`src/rtl/cla_word_sequencer.sv`:
```
// cla_word_sequencer: W = 32*NWORDS bit add built by feeding one 32-bit carry-lookahead
// adder one word per cycle, LSW first. Define CLA_SEQ_SUB_EN to add the `sub` port and subtract.

module cla (
  input  logic [31:0] x,
  input  logic [31:0] y,
  input  logic        ci,
  output logic [31:0] sum,
  output logic        co
);
  logic [31:0] g;
  logic [31:0] p;
  logic [7:0]  gg;
  logic [7:0]  gp;
  logic [8:0]  gc;
  logic [31:0] c;

  // Two-level lookahead: 4-bit groups, then a lookahead chain across the 8 group carries.
  always_comb begin
    g  = x & y;
    p  = x ^ y;
    gg = '0;
    gp = '0;
    gc = '0;
    c  = '0;
    for (int j = 0; j < 8; j++) begin
      gg[j] = g[4*j+3]
            | (p[4*j+3] & g[4*j+2])
            | (p[4*j+3] & p[4*j+2] & g[4*j+1])
            | (p[4*j+3] & p[4*j+2] & p[4*j+1] & g[4*j]);
      gp[j] = &p[4*j +: 4];
    end
    gc[0] = ci;
    for (int j = 0; j < 8; j++) begin
      gc[j+1] = gg[j] | (gp[j] & gc[j]);
    end
    for (int j = 0; j < 8; j++) begin
      c[4*j]   = gc[j];
      c[4*j+1] = g[4*j]   | (p[4*j]   & gc[j]);
      c[4*j+2] = g[4*j+1] | (p[4*j+1] & g[4*j])   | (p[4*j+1] & p[4*j] & gc[j]);
      c[4*j+3] = g[4*j+2] | (p[4*j+2] & g[4*j+1]) | (p[4*j+2] & p[4*j+1] & g[4*j])
               | (p[4*j+2] & p[4*j+1] & p[4*j] & gc[j]);
    end
    sum = p ^ c;
    co  = gc[8];
  end
endmodule

module cla_word_sequencer #(
  parameter  int NWORDS = 4,
  localparam int W      = 32 * NWORDS
) (
  input  logic         clk,
  input  logic         rst,
  input  logic         in_valid,
  output logic         in_ready,
  input  logic [W-1:0] a,
  input  logic [W-1:0] b,
  input  logic         c_in,
`ifdef CLA_SEQ_SUB_EN
  input  logic         sub,
`endif
  output logic         out_valid,
  input  logic         out_ready,
  output logic [W-1:0] s,
  output logic         c_out
);
  localparam int            KW     = (NWORDS > 1) ? $clog2(NWORDS) : 1;
  localparam logic [KW-1:0] K_LAST = KW'(NWORDS - 1);

  typedef enum logic [1:0] {IDLE, RUN, DONE} state_t;

  state_t        state_q;
  state_t        state_d;
  logic [KW-1:0] k_q;
  logic [W-1:0]  a_q;
  logic [W-1:0]  b_q;
  logic          cr_q;
  logic [W-1:0]  s_q;
  logic          c_out_q;
  logic [31:0]   a_word;
  logic [31:0]   b_word;
  logic [31:0]   sum_word;
  logic          carry_word;
  logic          cr_load;
  logic          accept;
  logic          step;
  logic          last;

`ifdef CLA_SEQ_SUB_EN
  logic sub_q;
  // Subtract is A + ~B + ~borrow_in, so the carry register starts inverted.
  assign cr_load = c_in ^ sub;
`else
  assign cr_load = c_in;
`endif

  always_comb begin
    a_word = '0;
    b_word = '0;
    for (int i = 0; i < NWORDS; i++) begin
      if (k_q == KW'(i)) begin
        a_word = a_q[32*i +: 32];
        b_word = b_q[32*i +: 32];
      end
    end
`ifdef CLA_SEQ_SUB_EN
    b_word = b_word ^ {32{sub_q}};
`endif
  end

  cla u_cla (
    .x   (a_word),
    .y   (b_word),
    .ci  (cr_q),
    .sum (sum_word),
    .co  (carry_word)
  );

  always_comb begin
    state_d = state_q;
    accept  = 1'b0;
    step    = 1'b0;
    last    = (k_q == K_LAST);
    case (state_q)
      IDLE: begin
        if (in_valid) begin
          accept  = 1'b1;
          state_d = RUN;
        end
      end
      RUN: begin
        step = 1'b1;
        if (last) state_d = DONE;
      end
      DONE: begin
        if (out_ready) state_d = IDLE;
      end
      default: state_d = IDLE;
    endcase
  end

  always_ff @(posedge clk) begin
    if (rst) begin
      state_q <= IDLE;
      k_q     <= '0;
      cr_q    <= 1'b0;
      s_q     <= '0;
      c_out_q <= 1'b0;
    end else begin
      state_q <= state_d;
      if (accept) begin
        k_q  <= '0;
        cr_q <= cr_load;
      end else if (step) begin
        cr_q <= carry_word;
        for (int i = 0; i < NWORDS; i++) begin
          if (k_q == KW'(i)) s_q[32*i +: 32] <= sum_word;
        end
        if (last) c_out_q <= carry_word;
        else      k_q     <= k_q + 1'b1;
      end
    end
  end

  // Operand registers only change on accept, so they need no reset.
  always_ff @(posedge clk) begin
    if (accept) begin
      a_q <= a;
      b_q <= b;
`ifdef CLA_SEQ_SUB_EN
      sub_q <= sub;
`endif
    end
  end

  assign in_ready  = (state_q == IDLE);
  assign out_valid = (state_q == DONE);
  assign s         = s_q;
  assign c_out     = c_out_q;
endmodule

```
`config.mk`:
```
export PLATFORM = sky130hd
export DESIGN_NAME = cla_word_sequencer
export DESIGN_NICKNAME = d
export VERILOG_FILES = /design/src/rtl/cla_word_sequencer.sv
export SDC_FILE = /design/constraint.sdc
export NUM_CORES = 1
export LEC_CHECK = 0
export ABC_AREA = 1
export CORE_MARGIN = 3
export CORE_UTILIZATION = 49
export DETAILED_ROUTE_END_ITERATION = 8
export PLACE_DENSITY = 0.91
export SETUP_SLACK_MARGIN = 0.3
export SYNTH_ARGS = -nofsm -noshare
export SYNTH_HDL_FRONTEND = slang
export SYNTH_SLANG_ARGS = --single-unit
```
`constraint.sdc`:
```
create_clock -name clk -period 10.13 [get_ports clk]
set_input_delay 2.026 -clock clk [delete_from_list [all_inputs] [get_ports clk]]
set_output_delay 2.026 -clock clk [all_outputs]
set_load 0.02 [all_outputs]
```
---- Yosys cells after proc, flatten, opt, wreduce, memory -nomap -nowiden ----
Cells that the tools add are included.
word-level totals
  flip-flop bits (word level) ............. 390
  bits of input ports ..................... 261
  output and inout bits ................... 131
  logic and storage cells ................. 259
operators by class
  add/sub/neg operators ................... 1
  equal/unequal tests ..................... 8
  multiplexer cells ....................... 17
  bitwise gates (word level) .............. 205
  reduce and logical (&&, ||, !) cells .... 18
operator list
  cell                 number
  $mux 32              8
  $and 1x1->1          120
  $or 1x1->1           80
  $xor 32x32->32       2
  $and 32x32->32       1
  $reduce_and 4->1     8
  $reduce_and 3->1     5
  $eq 2x2->1 const B   3
  $mux 2               3
  $pmux 2 s3           1
  $mux 1               5
  $eq 2x1->1 const B   2
  $logic_not 2->1      2
  $ne 2x2->1 const B   2
  $add 2x1->2 const B  1
  $ne 2x1->1 const B   1
  $not 1->1            2
  $reduce_and 2->1     1
  $reduce_bool 2->1    1
  $reduce_or 2->1      1

---- Logic depth before layout (Yosys ltp) ----
Gate-level depths: netlist of the first run.
  depth after elaboration ................. 27
  depth in mapped cells ................... 31
  depth with buffers taken out ............ 30

---- By module ----
Synthesis of the first run repeated with hierarchy kept, for this count alone.
second synthesis, totals
  cells, all modules ...................... 1850
  area total of the unflattened synthesis .. 16826.1 um^2
by module, submodules not included
  module              instances  cells each  area each (um^2)  sequential area each (um^2)
  cla_word_sequencer  1          1668        15444.8           10369.9
  cla                 1          182         1381.3            0.0

---- Worst setup path after synthesis of the first run ----
No wires, ideal clock.
  kind .................................... input -> register
  start point ............................. input port in_valid
  end point ............................... register a_q[0], enable pin
  library setup time ...................... 0.606 ns
  arrival time ............................ 7.073 ns
  required time ........................... 9.524 ns
  slack ................................... 2.451 ns
  stages on the path ...................... 2
  cell sequence ........................... nand2_1 -> inv_1
on the way
  word-level cells in the longest chain between the ends .. 2
RTL lines
  what                  RTL line  source
  from (decl)           55        input logic in_valid,
  $mux 1                127       if (in_valid) begin
  $mux 1                125       case (state_q)
  net accept            86        logic accept;
  to (signal assigned)  169       a_q <= a;
  to (decl)             76        logic [W-1:0] a_q;
The timed path passes the listed nets, and every way through them passes these cells.
A chain may end at the register's enable or synchronous reset.

---- Worst setup path in the final report of the first run ----
  start point ............................. register k_q[0]
  end point ............................... register s_q[61], in the netlist s[61]
on the way
  word-level cells in the longest chain between the ends .. 26
RTL lines
  what                                                     RTL line    source
  from (decl)                                              75          logic [KW-1:0] k_q;
  from (signal assigned)                                   161         else k_q <= k_q + 1'b1;
  $logic_not 2->1                                          102         if (k_q == KW'(i)) begin
  $mux 32 (4 in a row)                                     102
  $xor 32x32->32 / $and 32x32->32 (equally long branches)  21, 20
  $and 1x1->1 (on tied branches)                           28, 29, 30
  $or 1x1->1 (tied with other cells)                       28          | (p[4*j+3] & g[4*j+2])
  $or 1x1->1 / $and 1x1->1 (equally long branches)         29, 30
  $or 1x1->1                                               30          | (p[4*j+3] & p[4*j+2] & p[4*j+1] & g[4*j]);
  $or 1x1->1                                               35          gc[j+1] = gg[j] | (gp[j] & gc[j]);
  [7 not listed]                                           n/a
  $or 1x1->1                                               35
  $and 1x1->1                                              35
  $or 1x1->1                                               35
  $and 1x1->1                                              35
  $or 1x1->1                                               35
  $and 1x1->1                                              39          c[4*j+1] = g[4*j] | (p[4*j] & gc[j]);
  $or 1x1->1                                               39
  $xor 32x32->32                                           44          sum = p ^ c;
  to (signal, indexed assignment)                          158         if (k_q == KW'(i)) s_q[32*i +: 32] <= sum_word;
  to (decl)                                                79          logic [W-1:0] s_q;
Parallel ways exist; a longest one is shown, timed or not.

==> flow_summary.ini, run 1 <==
[route]
remaining_drc_errors = 0
dr.pass1.iters = 5
wl_per_cell_um = 22.1
vias = 12414
ant_nets = 0
drt-initial-drc-count = 1373
avgViaCountPerCell = 5.73
drt-total-wl_um = 47800

[global_routing]
grt_pass1_vias = 12338
antenna_found_initial = 3
grt.overflow.total = 0
grt_pass1_wl_um = 70500
grtUsageTotal = 0.271
grt_start_max_net_pins = 121

[worst_setup_path]
startpoint_type = flop
path_class = reg2reg
crit_path_frequent_cell = nand2_1
cp.arrival_ns = 5.55
crit_fanout = 69
endpoint_kind = flop
crit_required_ns = 10.58
slowest_stage = buf_4
slowest_delay_ns = 0.63

[logic_synthesis]
syn_nets = 1678
yosysUniqueCellTypes = 37
syn-instance-count = 1373
synth_top_cell_by_area = edfxtp_1
yosys_register_bits = 390
yosysSeqAreaShare = 0.662
postSynthAreaPerCell_um2 = 11.4
yosys_warnings = 0
synth_area_leaders = edfxtp_1 (49%), dfxtp_1 (17%), o21ai_0 (4.4%)
synth_top_area_frac = 0.491
syn-cell-area_mm2 = 0.0157

[die]
core_mm2 = 0.0311
fp.dieH_um = 185
die_area_mm2 = 0.0342
rows = 64
start_util = 0.504
io-pin-count = 392
die_x_um = 185

[pwr]
intPower_mw = 3.01
combPwrFrac = 0.217
p_seq_frac = 0.433
peakVddDrop_uv = 147
pwr-share-clk = 0.350
powerDensity_mw_per_mm2 = 201
p_sw_mw = 1.25
p_leak_nw = 8.32
swShare = 0.294
p_total_mw = 4.26

[timing]
drv_slew = 0
setup_violations = 0
skew_ns = 0.0166
final.setup.tns_ns = 0
tightest_slew_ns = 1.13
rsz0062_at_grt = false
hold_viol = 0
slew_headroom = 0.244
fmax_mhz = 196
min_period_ns = 5.10
finalCritPeriodShare = 0.504

[cts]
clkSinkCount = 390
cts_max_level = 2
cts.path.max_buffers = 3
postCtsSetupBuffers = 0
cts_tree = built
cts_hold_buffers = 0
root_buffer = clkbuf_16
clk_pin_slew_ns = 0.07
cts_resized = 0
clock_latency_ns = 0.54
numCtsBuffers = 40

[layout]
layout.cells.most_common = clkdlybuf4s50_1
synthToLayoutAreaGrowth_pct = 35.6
final_nets = 2042
drive_gt1_frac = 0.0605
mostFrequentLayoutCells = clkdlybuf4s50_1 (391), edfxtp_1 (256), nand2_1 (152)
nFillCells = 2062

[run_status]
status = complete, no violations

[placement]
portBuffers = 391
dp_hpwl_um = 34100
gp_congestion = 0.844

[hold_path]
hp-class = reg2reg

[run]
max-cap-violations = 0
## critical path, delay by kind of cell, from the launching register on
family,cells,cell delay (ns)
AO/OA/AOI/OAI,3,0.36
XOR/XNOR,1,0.33
adder cells (fa/ha/maj),3,1.02
buffers and inverters,5,1.36
flip-flops,1,0.40
AND/OR/NAND/NOR,18,1.48
## logic make-up (layout without fill, tap and decap cells)
family	count (synthesis)	in the layout	share of synthesized area
simple gates	321	321	0.0805
xor+xnor	19	19	0.0111
fa+ha+maj	44	44	0.0390
other cells	0	3	0
buf+inv	191	586	0.0460
flops	390	390	0.662
compound gates	408	408	0.161
## cell usage after synthesis (all sizes together)
library cell	number
o221ai	1
a22oi	43
a31oi	1
o21a	20
a221oi	21
inv	109
nor3	3
a22o	7
o21bai	44
o31ai	21
dfxtp	134
nand4	1
buf	13
clkbuf	66
xnor2	12
edfxtp	256
a21oi	104
ha	36
nand2	158
xor2	7
fa	8
nand3	18
nor2	141
o21ai	143
a211oi	3
clkinv	3
## registers in the layout (all words and copies together) (netlist names)
signal	flops
b_q	128
s	128
k_q	2
state_q	2
a_q	128
cr_q	1
c_out	1
## area by class of cell
cell class                 count  area, µm²  area share
antenna                        3       7.51    0.000353
clock buffer                  55       1180      0.0557
clock inverter                18        161     0.00760
inverter                     112        429      0.0202
multi-input combinational    792       4610       0.217
sequential                   390      10400       0.488
tap                          396        495      0.0233
timing repair buffer         401       3990       0.188
## routing by layer
| layer | global-route usage | routed length [µm] | vias to the layer above |
|---|---|---|---|
| li1 | - | - | 5558 |
| met1 | 0.353 | 18400 | 5846 |
| met4 | 0.118 | 2150 | 0 |
| met3 | 0.0595 | 4660 | 149 |
| met5 | 0 | 0 | - |
| met2 | 0.440 | 22600 | 861 |
## per-stage QoR
stage / hold slack, ns / cell area (µm²) / std cells / worst slack, ns / util
after floorplan: 0.471 / 15700 / 1373 / 2.45 / -
after global placement: 0.454 / 19900 / 2091 / 5.36 / 0.640
after detailed placement: 0.460 / 19900 / 2091 / 5.16 / 0.640
after CTS: 0.471 / 21200 / 2164 / 5.05 / 0.684
after global routing: 0.487 / 21200 / 2167 / 4.50 / 0.684
final: 0.472 / 21200 / 2167 / 5.03 / 0.684
## power groups by stage
stage / registers, mW / logic, mW / clock network (mW)
after global placement: 1.87 / 0.869 / 0
after global routing: 1.85 / 0.990 / 1.56
after CTS: 1.85 / 0.911 / 1.49
after detailed placement: 1.88 / 0.900 / 0
final: 1.85 / 0.926 / 1.49
after floorplan: 1.91 / 0.457 / 0
## path summary, 6_finish.rpt
check         start  endpoint  slack (ns)  cells after the start
min           s[37]     s[37]        0.47                      2
max reg2reg  k_q[0]     s[61]        5.03                     30
max          k_q[0]     s[61]        5.03                     30
min reg2reg   s[37]     s[37]        0.47                      2
Note: power is estimated with default switching activity, not from simulation.
==> run 2, diff against run 1 <==
- CORE_UTILIZATION: 49 -> 45
- PLACE_DENSITY: 0.91 -> 0.88
- clock period: 10.13 -> 4.1 ns (I/O delays scaled with it)
==> flow_summary.ini, run 2 (synthesized netlist as in run 1, its figures left out) <==
[worst_setup_path]
slowest_delay_ns = 0.40
crit_required_ns = 4.56
reg2reg_to = s[61]
endpoint_kind = flop
slowest_stage = fa_2
crit_fanout = 7
rr_worst_depth = 29
crit_path_frequent_cell = nand2_2
cp_num_buf_inv = 4
r2r_slack_ns = 0.24
startpoint_type = flop
reg2reg_from = k_q[0]
cp-startpoint = k_q[0]
critPathTopFamily = simple AND/OR/NAND/NOR gates
cp.arrival_ns = 4.31
path_class = reg2reg

[route]
remaining_drc_errors = 0
dr.pass1.iters = 5
wl_per_cell_um = 21.7
avgViaCountPerCell = 5.47
vias = 12389
drt-total-wl_um = 49100
ant_nets = 0
drt-initial-drc-count = 956

[layout]
synthToLayoutAreaGrowth_pct = 40.7
drive_gt1_frac = 0.113
utilization = 0.649
mostFrequentLayoutCells = clkdlybuf4s50_1 (391), edfxtp_1 (256), nand2_1 (137)
nFillCells = 2416
fin_cells = 2266
layout.cells.most_common = clkdlybuf4s50_1
final_nets = 2091

[cts]
cts_max_level = 2
cts_tree = built
root_buffer = clkbuf_16
clkSinkCount = 390
clk_pin_slew_ns = 0.06
cts.path.max_buffers = 3
numCtsBuffers = 40
clock_latency_ns = 0.53

[die]
rows = 67
die_area_mm2 = 0.0371
core_mm2 = 0.0340
die_x_um = 193
io-pin-count = 392
fp.dieH_um = 193
start_util = 0.461

[timing]
fin_ws_ns = 0.244
slew_headroom = 0.444
fmax_mhz = 259
hold_viol = 0
finalCritPeriodShare = 0.941
skew_ns = 0.0131
rsz0062_at_grt = true
drv_slew = 0
min_period_ns = 3.86
final.setup.tns_ns = 0
setup_violations = 0
tightest_slew_ns = 0.831

[pwr]
powerDensity_mw_per_mm2 = 479
peakVddDrop_uv = 351
p_total_mw = 10.6
p_leak_nw = 8.62

[global_routing]
antenna_found_initial = 3
grt.overflow.total = 0
grt_pass1_vias = 12073
grt_pass1_wl_um = 70500
grt_start_max_net_pins = 116
grtUsageTotal = 0.252

[placement]
dp_hpwl_um = 34600
place_ws_ns = -0.0280
gp_congestion = 0.891
placedCellCount = 2169
portBuffers = 391

[hold_path]
hold-path-endpoint = s[37]
hold_start = s[37]
min_path_cells = 2
hp-class = reg2reg

[run]
max-cap-violations = 0

[run_status]
status = complete, no violations
run 2: cell types whose count changed in the layout (fill, tap and decap cells not counted), sizes merged:
cell,delta
bufinv,-1
clkinvlp,-2
clkinv,-1
clkbuf,+4
buf,+46
diode,+1
run 2: layout make-up:
type,instances,area (µm²),share of cell area
flip-flops and latches,390,10400,0.471
clock inverters,14,91.3,0.00414
well taps,448,561,0.0254
repair buffers,450,4580,0.208
inverters,112,433,0.0196
clock buffers,56,1100,0.0500
multi-input cells,792,4890,0.222
diodes,4,10.0,0.000454
run 2: worst max path at each step:
stage,end,slack [ns],depth (start not counted)
finish,s[61],0.24,29
global placement,s[61],0.17,31
global route,s[61],0.04,30
detailed placement,s[61],-0.03,31
CTS,s[61],0.30,29
floorplan,a_q[0],-0.99,2
run 2: what timing repair did:
| action | in CTS | in global routing |
|---|---|---|
| pin swaps | 9 | 37 |
| buffers inserted | 5 | 14 |
| gates cloned | 1 | 3 |
| setup endpoints to repair | 20 | 73 |
| hold buffers | 0 | 0 |
| gates resized for setup | 18 | 70 |
| endpoints found under the hold margin | 0 | 0 |
run 2: per-layer routing:
metal,routed length (µm),part of all wire,global-route usage,vias to the layer above
li1,-,-,-,5658
met1,19000,0.39,0.324,5918
met2,24300,0.49,0.426,708
met4,1710,0.035,0.0922,0
met5,0,0,0,-
met3,4080,0.083,0.0472,105
run 2: worst reg2reg max path, delay by kind of cell (launching register included):
kind,cells,cell delay (ns)
simple gates,16,1.31
fa+ha+maj,3,0.82
compound gates,5,0.67
buf+inv,4,0.46
flops,1,0.34
xor+xnor,1,0.22
run 2: per-stage QoR:
| stage | hold slack [ns] | instance area [µm²] |
|---|---|---|
| global route | 0.502 | 22000 |
| CTS | 0.477 | 21600 |
| global placement | 0.451 | 20300 |
| detailed placement | 0.464 | 20300 |
| finish | 0.473 | 22000 |
| floorplan | 0.470 | 15700 |
run 2: where the power goes:
part	total (mW)	switching, mW	internal, mW
logic	2.63	1.58	1.05
registers	4.56	0.0972	4.46
clock network	3.38	1.44	1.93
total	10.6	3.12	7.44
